`src/rtl/filter_gen_pkg.sv`:
```
// Shared types and width helpers for the filter-buffer read-address generator.
package filter_gen_pkg;

    // Controller state encoding.
    typedef enum logic [1:0] {
        ST_IDLE = 2'd0,
        ST_RUN  = 2'd1,
        ST_DONE = 2'd2
    } state_t;

    // Ceiling log2, used to size address and configuration fields.
    function automatic int clog2(input int value);
        int result;
        result = 32'sd0;
        while ((32'sd1 << result) < value) begin
            result = result + 32'sd1;
        end
        return result;
    endfunction

    // Default geometry and the field widths derived from it.
    localparam int DEF_DEPTH           = 32'sd16;
    localparam int DEF_MAX_FILTER_SIZE = 32'sd8;
    localparam int DEF_NUM_FILTERS_MAX = 32'sd4;
    localparam int DEF_MAX_REPEAT      = 32'sd16;
    localparam int DEF_ADDR_W          = clog2(DEF_DEPTH);
    localparam int DEF_FS_W            = clog2(DEF_MAX_FILTER_SIZE + 32'sd1);
    localparam int DEF_NF_W            = clog2(DEF_NUM_FILTERS_MAX + 32'sd1);
    localparam int DEF_RP_W            = clog2(DEF_MAX_REPEAT + 32'sd1);

endpackage

```
`src/rtl/filter_addr_gen_mod_add.sv`:
```
// Modular adder for a circular buffer whose depth need not be a power of two.
// Valid for i_a < DEPTH and i_b <= DEPTH, so one conditional subtract suffices.
module mod_add #(
    parameter int DEPTH  = 16,
    parameter int ADDR_W = 4
) (
    input  logic [ADDR_W-1:0] i_a,
    input  logic [ADDR_W:0]   i_b,
    output logic [ADDR_W-1:0] o_sum
);

    localparam logic [ADDR_W:0] L_DEPTH = (ADDR_W + 1)'(DEPTH);

    logic [ADDR_W:0] w_raw;

    // Widen by one bit, add, then fold back into 0..DEPTH-1.
    always_comb begin
        w_raw = {1'b0, i_a} + i_b;
        if (w_raw >= L_DEPTH) begin
            o_sum = ADDR_W'(w_raw - L_DEPTH);
        end else begin
            o_sum = ADDR_W'(w_raw);
        end
    end

endmodule

```
`src/rtl/filter_addr_gen.sv`:
```
// Read-address generator for the convolution filter buffer. Walks each filter
// row by row, replays it cfg_repeat times, then advances the head around the
// circular buffer. Addresses leave on a valid/ready handshake.
module filter_addr_gen
    import filter_gen_pkg::*;
#(
    parameter int DEPTH           = 16,
    parameter int MAX_FILTER_SIZE = 8,
    parameter int NUM_FILTERS_MAX = 4,
    parameter int MAX_REPEAT      = 16,
    localparam int ADDR_W         = clog2(DEPTH),
    localparam int FS_W           = clog2(MAX_FILTER_SIZE + 1),
    localparam int NF_W           = clog2(NUM_FILTERS_MAX + 1),
    localparam int RP_W           = clog2(MAX_REPEAT + 1)
) (
    input  logic              clk,
    input  logic              rst,
    input  logic              start,
    input  logic              abort,
    input  logic [ADDR_W-1:0] cfg_base_addr,
    input  logic [FS_W-1:0]   cfg_filter_size,
    input  logic [NF_W-1:0]   cfg_num_filters,
    input  logic [RP_W-1:0]   cfg_repeat,
    output logic              addr_valid,
    input  logic              addr_ready,
    output logic [ADDR_W-1:0] raddr,
    output logic [NF_W-1:0]   filter_idx,
    output logic              last_in_filter,
    output logic              last_filter,
    output logic              busy,
    output logic              done,
    output logic              err_cfg
);

    // State and datapath registers. r_raddr always equals (r_head + r_idx)
    // mod DEPTH while running, so it is kept as its own register and the
    // outputs come straight from flops.
    state_t            r_state;
    logic [FS_W-1:0]   r_fs;
    logic [NF_W-1:0]   r_nf;
    logic [RP_W-1:0]   r_rpt;
    logic [ADDR_W-1:0] r_head;
    logic [FS_W-1:0]   r_idx;
    logic [RP_W-1:0]   r_rep;
    logic [NF_W-1:0]   r_fcnt;
    logic [ADDR_W-1:0] r_raddr;
    logic              r_addr_valid;
    logic              r_last_in_filter;
    logic              r_last_filter;
    logic              r_busy;
    logic              r_done;
    logic              r_err_cfg;

    state_t            w_state_nxt;
    logic [FS_W-1:0]   w_fs_nxt;
    logic [NF_W-1:0]   w_nf_nxt;
    logic [RP_W-1:0]   w_rpt_nxt;
    logic [ADDR_W-1:0] w_head_nxt;
    logic [FS_W-1:0]   w_idx_nxt;
    logic [RP_W-1:0]   w_rep_nxt;
    logic [NF_W-1:0]   w_fcnt_nxt;
    logic [ADDR_W-1:0] w_raddr_nxt;
    logic              w_err_nxt;
    logic              w_lif_nxt;
    logic              w_lf_nxt;

    logic              w_cfg_ok;
    logic              w_idx_last;
    logic              w_rep_last;
    logic              w_fcnt_last;
    logic [ADDR_W-1:0] w_raddr_inc;
    logic [ADDR_W-1:0] w_head_adv;
    logic [ADDR_W:0]   w_fs_ext;

    // Next row of the current pass.
    mod_add #(.DEPTH(DEPTH), .ADDR_W(ADDR_W)) u_add_row (
        .i_a   (r_raddr),
        .i_b   ((ADDR_W + 1)'(1'b1)),
        .o_sum (w_raddr_inc)
    );

    // Head of the next filter; fs <= DEPTH is guaranteed by the start check.
    assign w_fs_ext = (ADDR_W + 1)'(r_fs);

    mod_add #(.DEPTH(DEPTH), .ADDR_W(ADDR_W)) u_add_head (
        .i_a   (r_head),
        .i_b   (w_fs_ext),
        .o_sum (w_head_adv)
    );

    assign w_cfg_ok =
        (int'(cfg_filter_size) >= 32'sd1) && (int'(cfg_filter_size) <= MAX_FILTER_SIZE) &&
        (int'(cfg_num_filters) >= 32'sd1) && (int'(cfg_num_filters) <= NUM_FILTERS_MAX) &&
        (int'(cfg_repeat) >= 32'sd1)      && (int'(cfg_repeat) <= MAX_REPEAT) &&
        ((int'(cfg_filter_size) * int'(cfg_num_filters)) <= DEPTH);

    assign w_idx_last  = (r_idx  == (r_fs  - FS_W'(1'b1)));
    assign w_rep_last  = (r_rep  == (r_rpt - RP_W'(1'b1)));
    assign w_fcnt_last = (r_fcnt == (r_nf  - NF_W'(1'b1)));

    // Flags describe the address that will be presented next cycle.
    assign w_lif_nxt = (w_state_nxt == ST_RUN) && (w_idx_nxt == (w_fs_nxt - FS_W'(1'b1)));
    assign w_lf_nxt  = (w_state_nxt == ST_RUN) &&
                       (w_fcnt_nxt == (w_nf_nxt - NF_W'(1'b1))) &&
                       (w_rep_nxt == (w_rpt_nxt - RP_W'(1'b1)));

    // FSM state register.
    always_ff @(posedge clk or negedge rst) begin
        if (!rst) begin
            r_state <= ST_IDLE;
        end else begin
            r_state <= w_state_nxt;
        end
    end

    // Next-state and counter logic; abort outranks transfer and start.
    always_comb begin
        w_state_nxt = r_state;
        w_fs_nxt    = r_fs;
        w_nf_nxt    = r_nf;
        w_rpt_nxt   = r_rpt;
        w_head_nxt  = r_head;
        w_idx_nxt   = r_idx;
        w_rep_nxt   = r_rep;
        w_fcnt_nxt  = r_fcnt;
        w_raddr_nxt = r_raddr;
        w_err_nxt   = 1'b0;
        case (r_state)
            ST_IDLE: begin
                if (abort) begin
                    w_state_nxt = ST_IDLE;
                end else if (start && w_cfg_ok) begin
                    w_state_nxt = ST_RUN;
                    w_fs_nxt    = cfg_filter_size;
                    w_nf_nxt    = cfg_num_filters;
                    w_rpt_nxt   = cfg_repeat;
                    w_head_nxt  = cfg_base_addr;
                    w_raddr_nxt = cfg_base_addr;
                    w_idx_nxt   = FS_W'(1'b0);
                    w_rep_nxt   = RP_W'(1'b0);
                    w_fcnt_nxt  = NF_W'(1'b0);
                end else if (start) begin
                    w_err_nxt = 1'b1;
                end else begin
                    w_state_nxt = ST_IDLE;
                end
            end
            ST_RUN: begin
                if (abort || (addr_ready && w_idx_last && w_rep_last && w_fcnt_last)) begin
                    // Leaving RUN: park the pointers at zero so outputs read 0.
                    w_state_nxt = abort ? ST_IDLE : ST_DONE;
                    w_head_nxt  = ADDR_W'(1'b0);
                    w_raddr_nxt = ADDR_W'(1'b0);
                    w_idx_nxt   = FS_W'(1'b0);
                    w_rep_nxt   = RP_W'(1'b0);
                    w_fcnt_nxt  = NF_W'(1'b0);
                end else if (addr_ready && !w_idx_last) begin
                    w_idx_nxt   = r_idx + FS_W'(1'b1);
                    w_raddr_nxt = w_raddr_inc;
                end else if (addr_ready && !w_rep_last) begin
                    w_idx_nxt   = FS_W'(1'b0);
                    w_rep_nxt   = r_rep + RP_W'(1'b1);
                    w_raddr_nxt = r_head;
                end else if (addr_ready) begin
                    w_idx_nxt   = FS_W'(1'b0);
                    w_rep_nxt   = RP_W'(1'b0);
                    w_fcnt_nxt  = r_fcnt + NF_W'(1'b1);
                    w_head_nxt  = w_head_adv;
                    w_raddr_nxt = w_head_adv;
                end else begin
                    w_state_nxt = ST_RUN;
                end
            end
            ST_DONE: begin
                w_state_nxt = ST_IDLE;
            end
            default: begin
                w_state_nxt = ST_IDLE;
            end
        endcase
    end

    // Datapath, configuration and registered output flags.
    always_ff @(posedge clk or negedge rst) begin
        if (!rst) begin
            r_fs             <= FS_W'(1'b0);
            r_nf             <= NF_W'(1'b0);
            r_rpt            <= RP_W'(1'b0);
            r_head           <= ADDR_W'(1'b0);
            r_idx            <= FS_W'(1'b0);
            r_rep            <= RP_W'(1'b0);
            r_fcnt           <= NF_W'(1'b0);
            r_raddr          <= ADDR_W'(1'b0);
            r_addr_valid     <= 1'b0;
            r_last_in_filter <= 1'b0;
            r_last_filter    <= 1'b0;
            r_busy           <= 1'b0;
            r_done           <= 1'b0;
            r_err_cfg        <= 1'b0;
        end else begin
            r_fs             <= w_fs_nxt;
            r_nf             <= w_nf_nxt;
            r_rpt            <= w_rpt_nxt;
            r_head           <= w_head_nxt;
            r_idx            <= w_idx_nxt;
            r_rep            <= w_rep_nxt;
            r_fcnt           <= w_fcnt_nxt;
            r_raddr          <= w_raddr_nxt;
            r_addr_valid     <= (w_state_nxt == ST_RUN);
            r_last_in_filter <= w_lif_nxt;
            r_last_filter    <= w_lf_nxt;
            r_busy           <= (w_state_nxt != ST_IDLE);
            r_done           <= (w_state_nxt == ST_DONE);
            r_err_cfg        <= w_err_nxt;
        end
    end

    assign addr_valid     = r_addr_valid;
    assign raddr          = r_raddr;
    assign filter_idx     = r_fcnt;
    assign last_in_filter = r_last_in_filter;
    assign last_filter    = r_last_filter;
    assign busy           = r_busy;
    assign done           = r_done;
    assign err_cfg        = r_err_cfg;

endmodule

```
`config.mk`:
```
export PLATFORM = sky130hd
export DESIGN_NAME = filter_addr_gen
export DESIGN_NICKNAME = d
export VERILOG_FILES = /design/src/rtl/filter_gen_pkg.sv /design/src/rtl/filter_addr_gen_mod_add.sv /design/src/rtl/filter_addr_gen.sv
export SDC_FILE = /design/constraint.sdc
export NUM_CORES = 1
export LEC_CHECK = 0
export CELL_PAD_IN_SITES_DETAIL_PLACEMENT = 1
export CELL_PAD_IN_SITES_GLOBAL_PLACEMENT = 1
export CORE_MARGIN = 10
export CORE_UTILIZATION = 35
export DETAILED_ROUTE_END_ITERATION = 16
export PLACE_DENSITY = 0.72
export SYNTH_ARGS = -nofsm -noshare
export SYNTH_HDL_FRONTEND = slang
export SYNTH_HIERARCHICAL = 1
export SYNTH_SLANG_ARGS = --single-unit
export TNS_END_PERCENT = 1
```
`constraint.sdc`:
```
create_clock -name clk -period 3.05 [get_ports clk]
set_clock_uncertainty 0.1 [all_clocks]
set_input_delay 0.4575 -clock clk [delete_from_list [all_inputs] [get_ports clk]]
set_output_delay 0.4575 -clock clk [all_outputs]
set_load 0.03 [all_outputs]
```
==> results of run 1 <==
-- where the power goes --
group / internal [mW] / leakage (nW) / switching, mW
Clock: 0.156 / 0.0410 / 0.187
Sequential: 0.660 / 0.518 / 0.149
Combinational: 0.811 / 1.44 / 0.868
-- what timing repair did --
| item | 4_1_cts | 5_1_grt |
|---|---|---|
| setup endpoints to repair | 38 | 34 |
| setup buffers | 4 | 3 |
| gates resized for setup | 73 | 17 |
| pin swaps | 19 | 14 |
-- kinds of logic after synthesis --
| logic type | Yosys count | synth area share, % |
|---|---|---|
| mux | 16 | 5.51 |
| fa+ha+maj | 26 | 12.0 |
| compound gates | 60 | 13.0 |
| flops | 40 | 33.1 |
| simple gates | 112 | 18.6 |
| buf+inv | 34 | 4.76 |
| other cells | 2 | 0.249 |
| xor+xnor | 43 | 12.7 |
-- per-stage QoR --
stage / std cells / worst slack (ns) / util (%)
after global placement: 515 / -1.48 / 46.4
after global routing: 529 / -0.858 / 50.4
after CTS: 526 / -0.927 / 49.4
after detailed placement: 515 / -1.66 / 46.4
final: 529 / -0.770 / 50.4
after floorplan: 336 / -0.873 / -
-- worst max-delay path, cell delays in order --
cell	delay, ns
buf_8	0.08
nand2_4	0.04
fa_1	0.48
inv_2	0.08
ha_4	0.13
inv_2	0.03
fa_2	0.53
a21oi_2	0.05
or4_4	0.45
nor2_4	0.20
nor2_2	0.05
a21oi_2	0.15
ha_2	0.24
nand2_2	0.08
mux2i_4	0.17
xnor2_2	0.14
xor2_1	0.17
nand4_1	0.14
nor4b_2	0.24
-- final cells by class --
type	count	share of cell area, %
Clock buffer	6	1.74
Sequential cell	40	23.9
Timing Repair Buffer	90	18.8
Multi-Input combinational cell	262	50.0
Inverter	25	2.24
Tap cell	105	3.14
Clock inverter	1	0.120
-- synth_stat cells (7+ instances only) --
cell | count | area, µm²
mux2i_1 | 14 | 140
xor2_1 | 19 | 166
inv_1 | 25 | 93.8
a22oi_1 | 8 | 60.1
nor3_1 | 7 | 35.0
a21oi_1 | 14 | 70.1
o21ai_0 | 16 | 80.1
nor2_1 | 25 | 93.8
xnor2_1 | 23 | 201
dfrtp_1 | 40 | 1000
ha_1 | 21 | 263
nand2_1 | 36 | 135
-- placed cells by master (no fill, tap or decap), types with 6 or more instances in the layout --
cell and instances:
xor2_1 18, a22oi_1 8, xnor2_1 23, nor2_1 22, a21oi_1 9, buf_4 52, o21ai_1 9, ha_1 18
a21oi_2 6, buf_6 9, nor3_1 6, and2_1 6, mux2i_1 10, inv_1 22, o21ai_0 6, clkdlybuf4s50_1 25
nand2_1 28, nand2_2 6, dfrtp_1 40
-- layer usage --
metal  vias up  track usage [%]  share of wire (%)
met3        14             2.17                2.6
met5         -                0                  0
li1       1314                -                  -
met2        40             25.5                 52
met1      1315             16.8                 43
met4         0             4.99                1.8
-- flip-flops by register name, summed over array words and instances (netlist names) --
register,count
r_state,2
filter_idx,3
err_cfg,1
last_filter,1
busy,1
r_head,4
r_idx,4
r_rpt,5
r_nf,3
raddr,4
r_rep,5
r_fs,4
last_in_filter,1
addr_valid,1
done,1
-- worst paths after layout --
| path | startpoint | endpoint | depth (start not counted) |
|---|---|---|---|
| max reg2reg | r_rpt[0] | last_filter | 11 |
| min in group clk | raddr[2] | raddr[2] | 2 |
| min reg2reg | raddr[2] | raddr[2] | 2 |
| min | rst | r_head[1] | 1 |
| max | cfg_num_filters[2] | last_filter | 19 |
| max in group asynchronous | rst | last_filter | 1 |
==> flow_metrics.tcl, run 1 <==
set metrics [dict create \
    die_h_um 113 \
    overflow 0 \
    cts_tree "built" \
    portBuffers 33 \
    final-seq-area_um2 1000 \
    ant_nets 0 \
    slew_viol_final 0 \
    fillers 968 \
    cts_root_buf "clkbuf_8" \
    synthCells 333 \
    clock_latency_ns 0.30 \
    r2r_slack_ns 0.06 \
    drive_above_1_share_pct 27.6 \
    whs_ns 0.199 \
    cts_sinks 40 \
    synth.distinct_cells 50 \
    critical_path_class "primary input to register" \
    dr.pass1.iters 5 \
    cp.required_ns 3.15 \
    htree_num_levels 2 \
    drtIter0Drc 126 \
    initial_core_util_pct 36.4 \
    drc 0 \
    final_cell_area_um2 4180 \
    grt_pass1_vias 3057 \
    core_um2 8300 \
    startpoint_type "primary input" \
    track_usage_pct 14.3 \
    multi_input_comb_area_um2 2090 \
    ioPinCount 34 \
    setup_violations 11 \
    rsz0062_at_grt "true" \
    fin_crit_sh_pct 125 \
    cp_max_fo 4 \
    clockBufferDepth 2 \
    vias 2683 \
    fmax_mhz 262 \
    synthFlopType "dfrtp_1" \
    wl_per_cell_um 17.1 \
    cts_made_buffers 5 \
    grt_pass1_wl_mm 15.1 \
    peakVddDrop_mv 0.263 \
    dpl_cell_area_um2 3850 \
    hpwl_mm 7.21 \
    syn_to_final_growth_pct 38.3 \
    nNetsFinal 471 \
    avgSynthCellArea_um2 9.07 \
    p_leak_nw 2.00 \
    vias_per_cell 5.07 \
    n_antenna_cell 0 \
    hold_class "primary input to asynchronous set/reset pin" \
    status "complete, but fails checks" \
    fp.dieW_um 113 \
    wl_mm 9.05 \
    grt_max_degree 41 \
    synth_area_um2 3020 \
    ys_seq_area_share_pct 33.1 \
    die_area_um2 12700 \
    tightest_slew_ns 0.950 \
    fin_ws_ns -0.770 \
    ctsHoldBuffers 0 \
    antenna_found_initial 0 \
    powerDensity_nw_per_um2 677 \
    gp_congestion 0.813 \
    violations "negative setup slack" \
    synth_edf_count 0 \
    cp-end-kind "register" \
    maxCapViolations 0 \
    synthArstFlopShare_pct 100 \
    synth_seq_cells 40 \
    synth_warnings 6 \
    totalPowerFinal_mw 2.83 \
    hold_viol 0 \
    rows 33 \
    slew_headroom_pct 36.7 \
    tns_ns -2.03 \
    cp.arrival_ns 3.92 \
    clk_pin_slew_ns 0.08 \
    finalCriticalPeriod_ns 3.82 \
]
Power figures use the tool's default switching activity.
==> run 2: changes to the inputs <==
--- a/config.mk
+++ b/config.mk
@@ -8,11 +8,10 @@
 export CELL_PAD_IN_SITES_DETAIL_PLACEMENT = 1
 export CELL_PAD_IN_SITES_GLOBAL_PLACEMENT = 1
 export CORE_MARGIN = 10
-export CORE_UTILIZATION = 35
+export CORE_UTILIZATION = 40
 export DETAILED_ROUTE_END_ITERATION = 16
-export PLACE_DENSITY = 0.72
+export PLACE_DENSITY = 0.8
 export SYNTH_ARGS = -nofsm -noshare
 export SYNTH_HDL_FRONTEND = slang
-export SYNTH_HIERARCHICAL = 1
 export SYNTH_SLANG_ARGS = --single-unit
 export TNS_END_PERCENT = 1
==> flow_metrics.tcl, run 2 <==
set metrics [dict create \
    status "complete, but fails checks" \
    violations "negative setup slack" \
    tightest_slew_ns 0.925 \
    cp.arrival_ns 4.42 \
    fin_crit_sh_pct 142 \
    syn_to_final_growth_pct 37.0 \
    clk_pin_slew_ns 0.08 \
    cts_tree "built" \
    n_antenna_cell 0 \
    grt_pass1_wl_mm 15.4 \
    netlist_top_cells_count "dfrtp_1 (40), nand2_1 (27), xnor2_1 (26)" \
    final_common_cell "buf_4" \
    slew_headroom_pct 38.3 \
    timing.rr.start "r_rpt[1]" \
    finalCriticalPeriod_ns 4.32 \
    die_area_um2 11000 \
    hpwl_mm 7.04 \
    initial_core_util_pct 41.8 \
    cp.required_ns 3.16 \
    grt_max_degree 41 \
    gp_congestion 0.804 \
    vias 2674 \
    rsz0062_at_grt "true" \
    worst_r2r_path_depth 11 \
    core_um2 6870 \
    overflow 0 \
    fmax_mhz 232 \
    p_leak_nw 1.80 \
    cts_root_buf "clkbuf_8" \
    synth.distinct_cells 50 \
    cts_sinks 40 \
    maxCapViolations 0 \
    ant_nets 0 \
    ctsHoldBuffers 0 \
    synthFlopType "dfrtp_1" \
    reg_top3 "r_rep (5), r_rpt (5)" \
    wl_per_cell_um 19.4 \
    clockBufferDepth 2 \
    cp-end-kind "register" \
    drc 0 \
    fin_ws_ns -1.27 \
    synth.area.top_cells "dfrtp_1 (35%), ha_1 (8.3%), xnor2_1 (7.9%)" \
    reg2reg_to "last_filter" \
    r2r_slack_ns -0.11 \
    startpoint_type "primary input" \
    grt_pass1_vias 3024 \
    peakVddDrop_mv 0.305 \
    synth_edf_count 0 \
    wl_mm 9.55 \
    powerDensity_nw_per_um2 639 \
    yosys.area.top_type "dfrtp_1" \
    synth.most_common_cell "dfrtp_1" \
    htree_num_levels 2 \
    drive_above_1_share_pct 27.6 \
    final_cell_area_um2 3940 \
    nNetsFinal 439 \
    syn_nets 352 \
    slew_viol_final 0 \
    avgSynthCellArea_um2 9.33 \
    setup_violations 37 \
    cp_max_fo 4 \
    drtIter0Drc 135 \
    layout_common_cells "buf_4 (47), dfrtp_1 (40), xnor2_1 (26), clkdlybuf4s50_1 (25)" \
    track_usage_pct 16.8 \
    fillers 782 \
    portBuffers 33 \
    cts_made_buffers 5 \
    vias_per_cell 5.45 \
    critical_path_class "primary input to register" \
    ioPinCount 34 \
    antenna_found_initial 0 \
    dpl_cell_area_um2 3650 \
    hold_class "primary input to asynchronous set/reset pin" \
    synth_top_area_share_pct 34.8 \
    synth_warnings 0 \
    clock_latency_ns 0.29 \
    synthArstFlopShare_pct 100 \
    synth_area_um2 2870 \
    synth_seq_cells 40 \
    fp.dieW_um 105 \
    ys_seq_area_share_pct 34.8 \
    rows 30 \
    die_h_um 105 \
    hold_viol 0 \
    dr.pass1.iters 4 \
    postLayoutCoreUtil_pct 57.3 \
    synthCells 308 \
]
-- run 2: how the worst max path moves through the flow --
stage	from	to	cells after the start
after floorplan	cfg_filter_size[0]	last_filter	19
after global placement	cfg_num_filters[2]	last_filter	18
after detailed placement	cfg_num_filters[2]	last_filter	18
after CTS	cfg_num_filters[0]	last_filter	18
after global routing	cfg_num_filters[0]	last_filter	19
final	cfg_num_filters[0]	last_filter	18
-- run 2: timing repair --
action,CTS,global route
setup buffers,5,2
endpoints found under the setup margin,38,37
resized for setup,58,17
pin swaps,17,11
-- run 2: stage by stage --
step	setup WS, ns	hold slack [ns]	power (mW)	cells	setup TNS [ns]
finish	-1.27	0.197	2.51	491	-12.90
detailed placement	-2.03	0.407	2.05	477	-40.18
global route	-1.45	0.272	2.70	491	-15.45
floorplan	-1.52	0.0619	1.61	308	-11.65
global placement	-1.78	0.403	1.97	477	-35.22
CTS	-1.41	0.224	2.50	489	-12.15
-- run 2: routing by layer --
layer	track usage [%]	share of wire (%)	routed length, µm	vias up
met5	0	0	0	-
met1	19.0	43	4130	1358
li1	-	-	-	1246
met2	31.0	52	4980	57
met4	4.90	1.2	112	0
met3	3.50	3.4	324	13
-- run 2: final cells by class --
type | count | area (µm²) | share of cell area [%]
Inverter | 25 | 93.8 | 2.38
Multi-Input combinational cell | 236 | 1860 | 47.3
Timing Repair Buffer | 87 | 761 | 19.3
Sequential cell | 40 | 1000 | 25.4
Clock buffer | 7 | 96.3 | 2.45
Tap cell | 96 | 120 | 3.05
-- run 2: cells by family after synthesis --
logic type | synth area share [%]
simple gates | 17.1
compound gates | 14.1
xor+xnor | 12.7
flops | 34.8
buf+inv | 4.31
fa+ha+maj | 11.1
mux | 5.92
-- run 2: critical path, cell delays in order --
cell and delay (ns):
buf_8 0.08, nand2_4 0.05, fa_1 0.48, inv_1 0.09, ha_2 0.19, inv_2 0.04
fa_2 0.52, a21oi_2 0.05, or4_4 0.45, nor3_4 0.37, mux2i_2 0.29, ha_2 0.23
nand2_1 0.05, mux2i_1 0.18, xnor2_1 0.16, xnor2_1 0.09, or4_1 0.49, nor4_2 0.14
-- run 2: where the power goes --
part	total [mW]	switching, mW	internal (mW)
Sequential	0.769	0.121	0.647
Clock	0.390	0.188	0.202
Combinational	1.36	0.694	0.662
Total	2.51	1.00	1.51
